<file path="config.mk">
export PLATFORM = sky130hd
export DESIGN_NAME = multi_level_seq_ctrl
export DESIGN_NICKNAME = d
export VERILOG_FILES = /design/src/rtl/multi_level_pkg.sv /design/src/rtl/multi_level_slot.sv /design/src/rtl/multi_level_seq_ctrl.sv
export SDC_FILE = /design/constraint.sdc
export NUM_CORES = 1
export LEC_CHECK = 0
export ABC_AREA = 1
export CAP_MARGIN = 20
export CORE_ASPECT_RATIO = 0.8
export CORE_MARGIN = 8
export CORE_UTILIZATION = 45
export DETAILED_ROUTE_END_ITERATION = 16
export PLACE_DENSITY = 0.84
export REMOVE_ABC_BUFFERS = 1
export SKIP_LAST_GASP = 1
export SYNTH_ARGS = -nofsm -noshare
export SYNTH_HDL_FRONTEND = slang
export SYNTH_SLANG_ARGS = --single-unit
</file>
<file path="constraint.sdc">
create_clock -name clk -period 1.3 [get_ports clk]
set_input_delay 0.13 -clock clk [delete_from_list [all_inputs] [get_ports clk]]
set_output_delay 0.13 -clock clk [all_outputs]
set_load 0.05 [all_outputs]
</file>
<file path="src/rtl/multi_level_pkg.sv">
// Shared types and helpers for the multi-level pipeline sequencing controller.
package multi_level_pkg;

    localparam int unsigned DEFAULT_STAGES = 3;

    typedef enum logic [1:0] {
        StIdle  = 2'd0,
        StRun   = 2'd1,
        StDrain = 2'd2,
        StFlush = 2'd3
    } ctrl_state_e;

    // Number of set bits; callers zero-extend narrower vectors.
    function automatic int unsigned popcount(input logic [31:0] v);
        int unsigned n;
        n = 0;
        for (int i = 0; i < 32; i++) begin
            n += 32'(v[i]);
        end
        return n;
    endfunction

endpackage

</file>
<file path="src/rtl/multi_level_slot.sv">
// One pipeline level: tracks its valid bit, forms its ready term and load enable.
module multi_level_slot (
    input  logic clk,
    input  logic rst_n,
    input  logic src_vld,
    input  logic rdy_next,
    input  logic flush,
    output logic vld,
    output logic rdy,
    output logic en
);

    logic vld_q;

    // A level can take new data when empty or when its contents move on this cycle.
    assign rdy = !vld_q || rdy_next;
    assign en  = rdy && src_vld && !flush;
    assign vld = vld_q;

    // Valid bit: set on load, cleared when contents leave, held while stalled.
    always_ff @(posedge clk or negedge rst_n) begin
        if (!rst_n) begin
            vld_q <= 1'b0;
        end else if (flush) begin
            vld_q <= 1'b0;
        end else if (en) begin
            vld_q <= 1'b1;
        end else if (rdy) begin
            vld_q <= 1'b0;
        end
    end

endmodule

</file>
<file path="src/rtl/multi_level_seq_ctrl.sv">
// Valid/ready sequencer for the registered AND-reduce pipeline: per-level enables,
// bubble-collapsing backpressure, drain/flush control and accept/retire counters.
module multi_level_seq_ctrl
    import multi_level_pkg::*;
#(
    parameter int unsigned STAGES = DEFAULT_STAGES,
    parameter int unsigned CNT_W  = 16
) (
    input  logic                         clk,
    input  logic                         rst_n,
    input  logic                         in_valid,
    output logic                         in_ready,
    input  logic                         out_ready,
    output logic                         out_valid,
    input  logic                         drain_req,
    input  logic                         flush,
    output logic [STAGES-1:0]            stage_en,
    output logic [STAGES-1:0]            stage_vld,
    output logic [$clog2(STAGES+1)-1:0]  occupancy,
    output logic                         drain_done,
    output logic [1:0]                   state,
    output logic [CNT_W-1:0]             accepted_cnt,
    output logic [CNT_W-1:0]             retired_cnt
);

    localparam int unsigned OCC_W = $clog2(STAGES + 1);

    ctrl_state_e       state_q;
    logic              drain_done_q;
    logic [CNT_W-1:0]  accepted_q;
    logic [CNT_W-1:0]  retired_q;
    logic [STAGES-1:0] vld;
    logic [STAGES-1:0] rdy;
    logic [STAGES-1:0] en;
    logic [STAGES-1:0] vld_nxt;
    logic              accept_ok;
    logic              in_fire;
    logic              retire;

    // Ready ripples back from the output; each level's local signals keep the chain acyclic.
    for (genvar i = 0; i < STAGES; i++) begin : g_slot
        logic src_vld;
        logic rdy_next;
        logic rdy_l;

        if (i == 0) begin : g_head
            assign src_vld = in_fire;
        end else begin : g_body
            assign src_vld = vld[i-1];
        end

        if (i == STAGES - 1) begin : g_tail
            assign rdy_next = out_ready;
        end else begin : g_link
            assign rdy_next = g_slot[i+1].rdy_l;
        end

        multi_level_slot u_slot (
            .clk      (clk),
            .rst_n    (rst_n),
            .src_vld  (src_vld),
            .rdy_next (rdy_next),
            .flush    (flush),
            .vld      (vld[i]),
            .rdy      (rdy_l),
            .en       (en[i])
        );

        assign rdy[i] = rdy_l;
    end

    // Handshake qualification: flush and drain requests block acceptance in their own cycle.
    always_comb begin
        accept_ok = ((state_q == StIdle) || (state_q == StRun)) && !flush && !drain_req;
        in_ready  = accept_ok && rdy[0];
        in_fire   = in_valid && in_ready;
        retire    = vld[STAGES-1] && out_ready && !flush;
    end

    // Look-ahead of the valid vector, used to detect an emptying pipeline.
    always_comb begin
        vld_nxt = '0;
        for (int i = 0; i < STAGES; i++) begin
            vld_nxt[i] = !flush && (en[i] || (vld[i] && !rdy[i]));
        end
    end

    // Control FSM with the registered drain-complete pulse.
    always_ff @(posedge clk or negedge rst_n) begin
        if (!rst_n) begin
            state_q      <= StIdle;
            drain_done_q <= 1'b0;
        end else begin
            drain_done_q <= 1'b0;
            if (flush) begin
                state_q <= StFlush;
            end else begin
                unique case (state_q)
                    StIdle: begin
                        if (drain_req) begin
                            drain_done_q <= 1'b1;
                        end else if (in_fire) begin
                            state_q <= StRun;
                        end
                    end
                    StRun: begin
                        if (drain_req) begin
                            state_q <= StDrain;
                        end else if (vld_nxt == '0) begin
                            state_q <= StIdle;
                        end
                    end
                    StDrain: begin
                        if (vld_nxt == '0) begin
                            state_q      <= StIdle;
                            drain_done_q <= 1'b1;
                        end
                    end
                    StFlush: begin
                        state_q <= StIdle;
                    end
                endcase
            end
        end
    end

    // Wrap-around accept/retire counters; their difference is the in-flight or discard count.
    always_ff @(posedge clk or negedge rst_n) begin
        if (!rst_n) begin
            accepted_q <= '0;
            retired_q  <= '0;
        end else begin
            if (in_fire) begin
                accepted_q <= accepted_q + CNT_W'(1);
            end
            if (retire) begin
                retired_q <= retired_q + CNT_W'(1);
            end
        end
    end

    assign stage_en     = en;
    assign stage_vld    = vld;
    assign out_valid    = vld[STAGES-1];
    assign occupancy    = OCC_W'(popcount(32'(vld)));
    assign drain_done   = drain_done_q;
    assign state        = state_q;
    assign accepted_cnt = accepted_q;
    assign retired_cnt  = retired_q;

endmodule
</file>
==> flow_summary.json <==
{
  "ys_top_cells_by_area": "dfrtp_1 (43%), nand2_1 (15%), xor2_1 (5.6%)",
  "synthCells": 277,
  "first_pass_grt_wire_length_um": 13200,
  "antenna_found_initial": 0,
  "input_output_buffers": 50,
  "drive_above_1_share_pct": 50.8,
  "setup_slack_ns": -0.340,
  "core_sq_um": 4650,
  "cpPeakStageDelay_ns": 0.43,
  "die_w_um": 94.1,
  "cts.root.buffer_cell": "clkbuf_8",
  "num_antenna_cells": 0,
  "numCtsBuffers": 5,
  "floorplan.die.height_um": 78.5,
  "area_growth_pct": 90.7,
  "synth_top_cell_by_area": "dfrtp_1",
  "drc_violations": 0,
  "multi_input_comb_area_sq_um": 1320,
  "timing.reg2reg.worst_path_depth": 8,
  "largest_buffer_count_on_any_clock_path": 2,
  "crit_path_start_kind": "flop",
  "finalWirelength_um": 10400,
  "avgViaCountPerCell": 5.97,
  "synth_seq_area_share_pct": 43.3,
  "final_cells": 458,
  "drt_iter0_drc": 316,
  "cts.clk_slew.worst_paths_ns": 0.08,
  "critical_path_arrival_ns": 1.84,
  "drt_first_pass_iters": 7,
  "class_of_the_most_critical_setup_path": "reg2reg",
  "grt_max_degree": 39,
  "final_cell_mix": "nand2_1 (69), buf_4 (54), buf_12 (47), dfrtp_1 (33), inv_1 (25)",
  "postLayoutCellArea_sq_um": 4190,
  "finalCriticalPeriod_ns": 1.64,
  "startpoint_of_the_worst_register_to_register_path": "g_slot[0].u_slot.vld$_DFFE_PN0P_",
  "timing.critical_path.cells": "buf_6, nand4_1, nand3_4, buf_6, nor2_4, nand2_1, nor2_1, nor2_1",
  "rsz0062_at_grt": "yes",
  "synth.cell_area_sq_um": 2200,
  "design.die.area_sq_um": 7380,
  "design.final.nets": 406,
  "track_usage_pct": 22.7,
  "row_count": 22,
  "ant_nets": 0,
  "clk-insertion-delay-late_ns": 0.31,
  "count_of_state_elements_after_synthesis": 38,
  "gpl.final_weighted_congestion": 0.951,
  "num_io_pins": 51,
  "timing.final.hold_violations": 0,
  "timing.fmax_ghz": 0.610,
  "finalClockSkew_ns": 0.00742,
  "slew_headroom_pct": 76.1,
  "layout.cells.most_common": "nand2_1",
  "r2r-end": "accepted_cnt[11]$_DFFE_PN0P_",
  "placedInstanceArea_sq_um": 3600,
  "failed_checks": "negative setup slack",
  "globalRouteOverflowTotal": 0,
  "dpl.hpwl_um": 5330,
  "timing.max_cap.violations": 0,
  "syn_area_per_cell_sq_um": 7.93,
  "layout.filler_cells": 157,
  "final-seq-area_sq_um": 957,
  "finalSetupViolations": 41,
  "regToRegSetupSlack_ns": -0.34,
  "power.density_nw_per_um2": 990,
  "finalCoreUtilization_pct": 90.0,
  "first_global_vias": 2638,
  "final_min_period_over_clock_period_pct": 126,
  "wl_per_cell_um": 22.8,
  "timing_max_transition_violations_final": 0,
  "clock_sinks": 38,
  "timing.hold.worst.class": "in2async",
  "outcome": "finished with violations",
  "leakage_nw": 2.10,
  "tritoncts_clock_tree": "done",
  "worst_ep_required_time_ns": 1.50,
  "cp_max_fo": 5,
  "crit_path_top_delay_cell": "dfrtp_1",
  "starting_utilization_of_the_core_area_pct": 47.2,
  "worstMarginPinSlew_ns": 0.356,
  "vias": 2734,
  "ys.warnings.count": 0,
  "ir_drop_v": 0.00153,
  "placed_instances": 437,
  "netlist.area_leader.share_pct": 43.3,
  "cts-htree-levels": 2,
  "critical_path.endpoint_type": "flop",
  "synthDistinctLibCells": 26
}
logic make-up (layout without fill, tap and decap cells):
logic type / after synthesis / in the layout / synth area share [%]
and+or+nand+nor: 168 / 168 / 36.5
buffers and inverters: 41 / 162 / 8.72
DFF: 38 / 38 / 43.3
xor gates and xnor gates: 19 / 19 / 7.58
AOI/OAI and AO/OA: 8 / 8 / 1.82
adders and majority gates: 3 / 3 / 2.05
Yosys cell counts:
cell       n
nand2_1   86
dfrtp_1   38
inv_1     30
nor2_1    28
nand3_1   21
xor2_1    14
nand4_1    8
nor3_1     8
buf_4      6
nor2_4     6
xnor2_1    5
a21oi_1    4
inv_2      3
nand2_2    3
buf_6      2
ha_1       2
nand3_4    2
o21ai_0    2
o21ai_1    2
and2_1     1
fa_1       1
nand2_4    1
nand3b_1   1
nor2_2     1
nor3_2     1
nor3_4     1
worst max path at each step:
| stage | startpoint | endpoint | cells after the start |
|---|---|---|---|
| CTS | g_slot[1].u_slot.vld$_DFFE_PN0P_ | occupancy[0] | 2 |
| detailed placement | drain_req | accepted_cnt[2]$_DFFE_PN0P_ | 8 |
| floorplan | g_slot[2].u_slot.vld$_DFFE_PN0P_ | accepted_cnt[4]$_DFFE_PN0P_ | 5 |
| finish | g_slot[0].u_slot.vld$_DFFE_PN0P_ | accepted_cnt[11]$_DFFE_PN0P_ | 8 |
| global placement | drain_req | accepted_cnt[8]$_DFFE_PN0P_ | 8 |
| global route | g_slot[0].u_slot.vld$_DFFE_PN0P_ | accepted_cnt[11]$_DFFE_PN0P_ | 8 |
flip-flops by register name, summed over array words and instances, names as in the netlist:
signal,count
drain_done,1
g_slot.u_slot.vld,3
accepted_cnt,16
state,2
retired_cnt,16
critical path: cells and delay by family, from the launching register on:
family	cells	cell delay (ns)
buf+inv	2	0.32
flops	1	0.43
simple gates	6	0.77
power breakdown:
| group | internal (mW) | total, mW | leakage, nW | switching, mW |
|---|---|---|---|---|
| Combinational | 0.670 | 1.44 | 1.54 | 0.775 |
| Sequential | 1.27 | 1.41 | 0.494 | 0.133 |
| Clock | 0.819 | 1.29 | 0.0714 | 0.472 |
metrics by stage:
step,hold WS (ns),total power [mW],setup slack (ns),setup TNS (ns)
floorplan,-0.166,1.92,-0.813,-24.32
global placement,0.110,2.63,-0.218,-4.29
detailed placement,0.114,2.67,-0.296,-6.35
CTS,0.335,3.97,-0.292,-2.40
global route,0.321,4.28,-0.405,-8.24
finish,0.308,4.14,-0.340,-7.17
metal layers:
layer  global-route usage (%)  part of all wire [%]  vias to the layer above
met3                     5.04                   9.1                       97
met4                     12.3                   8.0                        0
met5                        0                     0                        -
met1                     24.1                    34                     1296
met2                     41.0                    49                      237
li1                         -                     -                     1104
final cells by class:
type / instances / area share (%)
repair buffers: 121 / 37.3
clock inverters: 2 / 1.43
clock buffers: 6 / 1.97
flip-flops and latches: 38 / 22.9
inverters: 33 / 3.17
well taps: 60 / 1.79
multi-input cells: 198 / 31.4
repair_timing:
item / 4_1_cts / 5_1_grt
endpoints found under the setup margin: 28 / 41
hold buffers: 1 / 0
gates resized for setup: 43 / 58
hold endpoints to repair: 38 / 0
pin swaps: 13 / 24
buffers inserted: 8 / 7
No activity file was read; power rests on OpenSTA's default activity.
